`config.mk`:
```
export PLATFORM = sky130hd
export DESIGN_NAME = conv_window_sequencer
export DESIGN_NICKNAME = d
export VERILOG_FILES = /design/src/rtl/conv_pkg.sv /design/src/rtl/conv_window_shift.sv /design/src/rtl/conv_window_sequencer.sv
export SDC_FILE = /design/constraint.sdc
export NUM_CORES = 1
export LEC_CHECK = 0
export BUFFER_PORTS_ARGS = -buffer_cell sky130_fd_sc_hd__buf_2
export CAP_MARGIN = 20
export CORE_ASPECT_RATIO = 1.1
export CORE_UTILIZATION = 49
export CTS_CLUSTER_SIZE = 20
export DETAILED_ROUTE_END_ITERATION = 8
export PLACE_DENSITY = 0.8
export SLEW_MARGIN = 25
export SYNTH_ARGS = -nofsm -noshare
export SYNTH_HDL_FRONTEND = slang
export SYNTH_SLANG_ARGS = --single-unit
export TNS_END_PERCENT = 10
```
`constraint.sdc`:
```
create_clock -name clk_i -period 1.7 [get_ports clk_i]
set_input_delay 0.17 -clock clk_i [delete_from_list [all_inputs] [get_ports clk_i]]
set_output_delay 0.17 -clock clk_i [all_outputs]
set_load 0.02 [all_outputs]
```
`src/rtl/conv_pkg.sv`:
```
// Shared definitions for the convolution window sequencer.
//   WIDTH_DEF, CHANNELS_DEF, KERNEL_LEN_DEF : default parameter values
//   state_e                                 : sequencer FSM state encoding
package conv_pkg;

  localparam int unsigned WIDTH_DEF      = 16;
  localparam int unsigned CHANNELS_DEF   = 2;
  localparam int unsigned KERNEL_LEN_DEF = 3;

  typedef enum logic [1:0] {
    StIdle,
    StStart,
    StBusy,
    StOut
  } state_e;

endpackage

```
`src/rtl/conv_window_shift.sv`:
```
// Sliding sample window with a saturating fill counter.
//   clk_i, reset_i : clock, synchronous active-high reset
//   shift_i        : push sample_i into the newest slot, oldest falls out of index 0
//   clear_i        : reset the fill count (window contents are left in place)
//   sample_i       : incoming multi-channel sample
//   window_o       : window, index 0 oldest, KERNEL_LEN-1 newest
//   full_o         : fill count equals KERNEL_LEN
//   last_slot_o    : fill count is one short of KERNEL_LEN
module conv_window_shift
  import conv_pkg::*;
#(
  parameter int unsigned WIDTH      = WIDTH_DEF,
  parameter int unsigned CHANNELS   = CHANNELS_DEF,
  parameter int unsigned KERNEL_LEN = KERNEL_LEN_DEF
) (
  input  logic                                           clk_i,
  input  logic                                           reset_i,
  input  logic                                           shift_i,
  input  logic                                           clear_i,
  input  logic [CHANNELS-1:0][WIDTH-1:0]                 sample_i,
  output logic [KERNEL_LEN-1:0][CHANNELS-1:0][WIDTH-1:0] window_o,
  output logic                                           full_o,
  output logic                                           last_slot_o
);

  localparam int unsigned CntW = $clog2(KERNEL_LEN + 1);

  logic [KERNEL_LEN-1:0][CHANNELS-1:0][WIDTH-1:0] window_q, window_d;
  logic [CntW-1:0]                                count_q, count_d;

  always_comb begin
    window_d = window_q;
    count_d  = count_q;
    if (shift_i) begin
      for (int unsigned i = 0; i + 1 < KERNEL_LEN; i++) begin
        window_d[i] = window_q[i+1];
      end
      window_d[KERNEL_LEN-1] = sample_i;
      if (count_q != CntW'(KERNEL_LEN)) begin
        count_d = count_q + CntW'(1);
      end
    end
    // Clear wins over the increment: a partial window ending in last is discarded.
    if (clear_i) begin
      count_d = '0;
    end
  end

  always_ff @(posedge clk_i) begin
    if (reset_i) begin
      window_q <= '0;
      count_q  <= '0;
    end else begin
      window_q <= window_d;
      count_q  <= count_d;
    end
  end

  assign window_o    = window_q;
  assign full_o      = (count_q == CntW'(KERNEL_LEN));
  assign last_slot_o = (count_q == CntW'(KERNEL_LEN - 1));

endmodule

```
`src/rtl/conv_window_sequencer.sv`:
```
// Collects samples into a sliding window, hands each complete window to an
// external conv node and forwards the node's result downstream.
//   clk_i, reset_i           : clock, synchronous active-high reset
//   data_i, valid_i, last_i  : input sample stream; last_i ends a sequence
//   ready_o                  : sample accepted when valid_i && ready_o
//   node_data_o              : window to the node, index 0 oldest
//   node_start_o             : one-cycle start pulse to the node
//   node_done_i, node_data_i : node result handshake
//   data_o, valid_o, ready_i : result stream to downstream
module conv_window_sequencer
  import conv_pkg::*;
#(
  parameter int unsigned WIDTH      = WIDTH_DEF,
  parameter int unsigned CHANNELS   = CHANNELS_DEF,
  parameter int unsigned KERNEL_LEN = KERNEL_LEN_DEF
) (
  input  logic                                           clk_i,
  input  logic                                           reset_i,
  input  logic [CHANNELS-1:0][WIDTH-1:0]                 data_i,
  input  logic                                           valid_i,
  input  logic                                           last_i,
  output logic                                           ready_o,
  output logic [KERNEL_LEN-1:0][CHANNELS-1:0][WIDTH-1:0] node_data_o,
  output logic                                           node_start_o,
  input  logic                                           node_done_i,
  input  logic [WIDTH-1:0]                               node_data_i,
  output logic [WIDTH-1:0]                               data_o,
  output logic                                           valid_o,
  input  logic                                           ready_i
);

  state_e           state_q, state_d;
  logic [WIDTH-1:0] data_q, data_d;
  logic             last_q, last_d;

  logic accept;
  logic full;
  logic last_slot;
  logic completes;
  logic clear;

  assign accept    = valid_i && ready_o;
  // Acceptance leaves the window full if it was full already or one short.
  assign completes = full || last_slot;
  assign clear     = (accept && last_i && !completes) ||
                     (state_q == StOut && ready_i && last_q);

  conv_window_shift #(
    .WIDTH      (WIDTH),
    .CHANNELS   (CHANNELS),
    .KERNEL_LEN (KERNEL_LEN)
  ) u_shift (
    .clk_i       (clk_i),
    .reset_i     (reset_i),
    .shift_i     (accept),
    .clear_i     (clear),
    .sample_i    (data_i),
    .window_o    (node_data_o),
    .full_o      (full),
    .last_slot_o (last_slot)
  );

  always_comb begin
    state_d = state_q;
    data_d  = data_q;
    last_d  = last_q;
    unique case (state_q)
      StIdle: begin
        if (accept && completes) begin
          state_d = StStart;
          last_d  = last_i;
        end
      end
      StStart: state_d = StBusy;
      StBusy: begin
        if (node_done_i) begin
          data_d  = node_data_i;
          state_d = StOut;
        end
      end
      StOut: begin
        if (ready_i) begin
          state_d = StIdle;
          last_d  = 1'b0;
        end
      end
      default: state_d = StIdle;
    endcase
  end

  always_ff @(posedge clk_i) begin
    if (reset_i) begin
      state_q <= StIdle;
      data_q  <= '0;
      last_q  <= 1'b0;
    end else begin
      state_q <= state_d;
      data_q  <= data_d;
      last_q  <= last_d;
    end
  end

  // Gate with reset so the upstream never sees a ready while reset is held.
  assign ready_o      = (state_q == StIdle) && !reset_i;
  assign node_start_o = (state_q == StStart);
  assign valid_o      = (state_q == StOut);
  assign data_o       = data_q;

endmodule

```
==> flow_summary.ini <==
[status]
status = completed

[placement]
routabilityCongestion = 0.7685
hpwlAfterDp_microns = 6784
portBuffers = 168
dp_slack_ns = 0.03335

[routing]
num_vias = 4327
drtPass1Iterations = 4
drc = 0
wl_per_cell_microns = 13.55
dr.first_iter.drc_count = 150
ant_nets = 0
route.detailed.vias_per_inst = 5.014
routed_wl_microns = 11690

[sta]
min_period_ns = 1.637
setup_viol = 0
timing.fmax_mhz = 611.0
setup_ws_ns = 0.06331
slew_headroom_pct = 59.75
slew_viol_final = 0
hold_viol_final = 0
tightest_slew_ns = 0.6038
tns_ns = 0
skew_ns = 0.008096
fin_crit_sh_pct = 96.28

[cts]
clkSinkCount = 117
clk_path_buf_depth = 2
clk_latency_ns = 0.50
clk_pin_slew_ns = 0.05
htreeDepth = 4
tritoncts = done
cts_made_buffers = 17
root_buffer = clkbuf_8

[worst_setup_path]
reg2reg_slack_ns = 0.10
slowest_delay_ns = 0.33
setup.worst_path.class = reg -> out
r2r_end = state_q[1]
cp-end-kind = output pin
reg2reg_depth = 6
cp.depth = 4
start_kind = register
crit_end = ready_o
arrival_ns = 1.47
crit_chain = inv_1 -> ha_4 -> nor2b_1 -> buf_2
cpMaxStageDelayCell = dfxtp_2
crit_buf_inv = 2
required_ns = 1.53
startpoint = state_q[1]
reg2reg_from = u_shift.count_q[0]
cp_top_family = flip-flops
crit_fanout = 6

[grt]
grt_max_degree = 79
antenna_found_initial = 0
grt-ovfl-total = 0
grt_pass1_vias = 4074
grt_pass1_wl_microns = 18770
track_usage_pct = 25.37

[floorplanning]
initial_core_util_pct = 50.14
die_h_microns = 101.7
boundaryPins = 169
std_cell_rows = 36
core_region_area_sq_um = 8828
die_x_microns = 92.63
die_area_sq_um = 9419

[synthesis]
ys_ff_latch = 117
synthCells = 530
netlist_top_cells_count = nand2_1 (225), dfxtp_1 (117), nand3b_1 (96)
syn_nets = 590
synth_seq_area_share_pct = 52.91
synthesis.area_sq_um = 4427
syn_avg_cell_area_sq_um = 8.352
synth_area_leaders = dfxtp_1 (53%), nand2_1 (19%), nand3b_1 (16%), clkbuf_1 (2.2%), a21oi_1 (2.0%)
synth.distinct_cells = 25
ys.flop_type = dfxtp_1
synth_edf_count = 0
yosys_warnings = 0
yosysMostFrequentCell = nand2_1
synth_top_area_share_pct = 52.91
synth_top_cell_by_area = dfxtp_1
synth-async-reset-ratio_pct = 0

[run]
max-cap-violations = 0

[power_and_ir_drop]
ir_worst_vdd_mv = 0.8796
pwr-share-clk_pct = 45.2
switching_share_pct = 24.72
internal_power_mw = 5.423
seq_power_share_pct = 41.7
combPwrFrac_pct = 13.1
p_per_area_nw_per_um2 = 1113
p_leak_nw = 3.311
p_sw_mw = 1.781

[final_layout]
regArea_sq_um = 2351
multi_input_area_sq_um = 1969
layout.nets = 799
drive_gt1_share_pct = 29.11
fill_cells = 639
area_growth_pct = 46.18
final_core_util_pct = 73.30
diodes = 0

[hold_path]
hold_class = in -> reg
-- layout make-up --
class / instances / share of cell area (%)
timing repair buffer: 228 / 22.27
clock buffer: 25 / 7.792
tap: 114 / 2.204
sequential: 117 / 36.33
inverter: 4 / 0.2707
clock inverter: 4 / 0.6961
multi-input combinational: 371 / 30.43
-- metal layers --
layer  wire, microns  track usage [%]
met1            4901            29.26
met2            5963            43.93
met3             633            7.132
met4             191            11.48
met5               0                0
-- how the worst min path moves through the flow --
stage | cells past startpoint | end | start
final | 4 | u_shift.count_q[0] | valid_i
after global routing | 4 | u_shift.count_q[1] | valid_i
after CTS | 4 | u_shift.count_q[0] | valid_i
after detailed placement | 3 | u_shift.window_o[71] | data_i[7]
after global placement | 3 | u_shift.window_o[75] | data_i[11]
after floorplan | 2 | u_shift.window_o[64] | data_i[0]
-- sequential cells by signal, summed over array words and instances (netlist names) --
register          flops
last_q                1
state_q               2
data_o               16
u_shift.window_o     96
u_shift.count_q       2
-- cell families (layout without fill, tap and decap cells) --
logic type / Yosys count / after routing / share of synthesized area [%]
AND/OR/NAND/NOR: 340 / 340 / 38.02
flip-flops: 117 / 117 / 52.91
buffers and inverters: 42 / 261 / 3.985
AO/OA/AOI/OAI: 24 / 24 / 3.166
adder cells (fa/ha/maj): 6 / 6 / 1.696
multiplexers: 1 / 1 / 0.2261
-- stage by stage --
| stage | total power [mW] | std cells | cell area (sq um) | hold slack (ns) |
|---|---|---|---|---|
| 4_1_cts | 7.228 | 861 | 6406 | 0.08358 |
| 6_report | 7.204 | 863 | 6471 | 0.1087 |
| 3_3_place_gp | 3.843 | 782 | 5344 | 0.3513 |
| 3_5_place_dp | 3.870 | 782 | 5344 | 0.3573 |
| 5_1_grt | 7.503 | 863 | 6471 | 0.1112 |
| 2_1_floorplan | 3.564 | 530 | 4427 | 0.2690 |
-- worst register-to-register path, delay by kind of cell, from the launching register on --
kind / cells / cell delay, ns
and+or+nand+nor: 2 / 0.45
muxes: 1 / 0.23
DFF: 1 / 0.36
buffers and inverters: 1 / 0.06
AOI/OAI and AO/OA: 1 / 0.30
adders and majority gates: 1 / 0.13
-- timing repair --
action                                  in CTS  in global routing
endpoints found under the setup margin       1                  2
endpoints found under the hold margin       51                  0
hold buffers                                50                  0
gates resized for setup                      2                 14
setup buffers                                0                  2
pin swaps                                    0                  4
-- power by group through the flow --
| stage | clock network, mW | logic (mW) | registers [mW] |
|---|---|---|---|
| 3_3_place_gp | 0 | 0.798 | 3.05 |
| 2_1_floorplan | 0 | 0.351 | 3.21 |
| 6_report | 3.26 | 0.942 | 3.00 |
| 5_1_grt | 3.46 | 1.02 | 3.02 |
| 3_5_place_dp | 0 | 0.814 | 3.06 |
| 4_1_cts | 3.31 | 0.916 | 3.00 |
-- placed cells by master (no fill, tap or decap), drive strengths merged, types with 2 or more instances in the layout --
master | Yosys | routed
clkinv | 0 | 3
ha | 6 | 6
inv | 4 | 4
nor2 | 4 | 4
nand2 | 225 | 225
nand2b | 2 | 2
buf | 12 | 178
or4 | 2 | 2
nor2b | 4 | 4
nand3b | 97 | 97
o21ai | 2 | 2
dlygate4sd3 | 0 | 50
dfxtp | 117 | 117
clkbuf | 26 | 25
a21oi | 18 | 18
nor3 | 3 | 3
(Power assumes the default switching activity.)
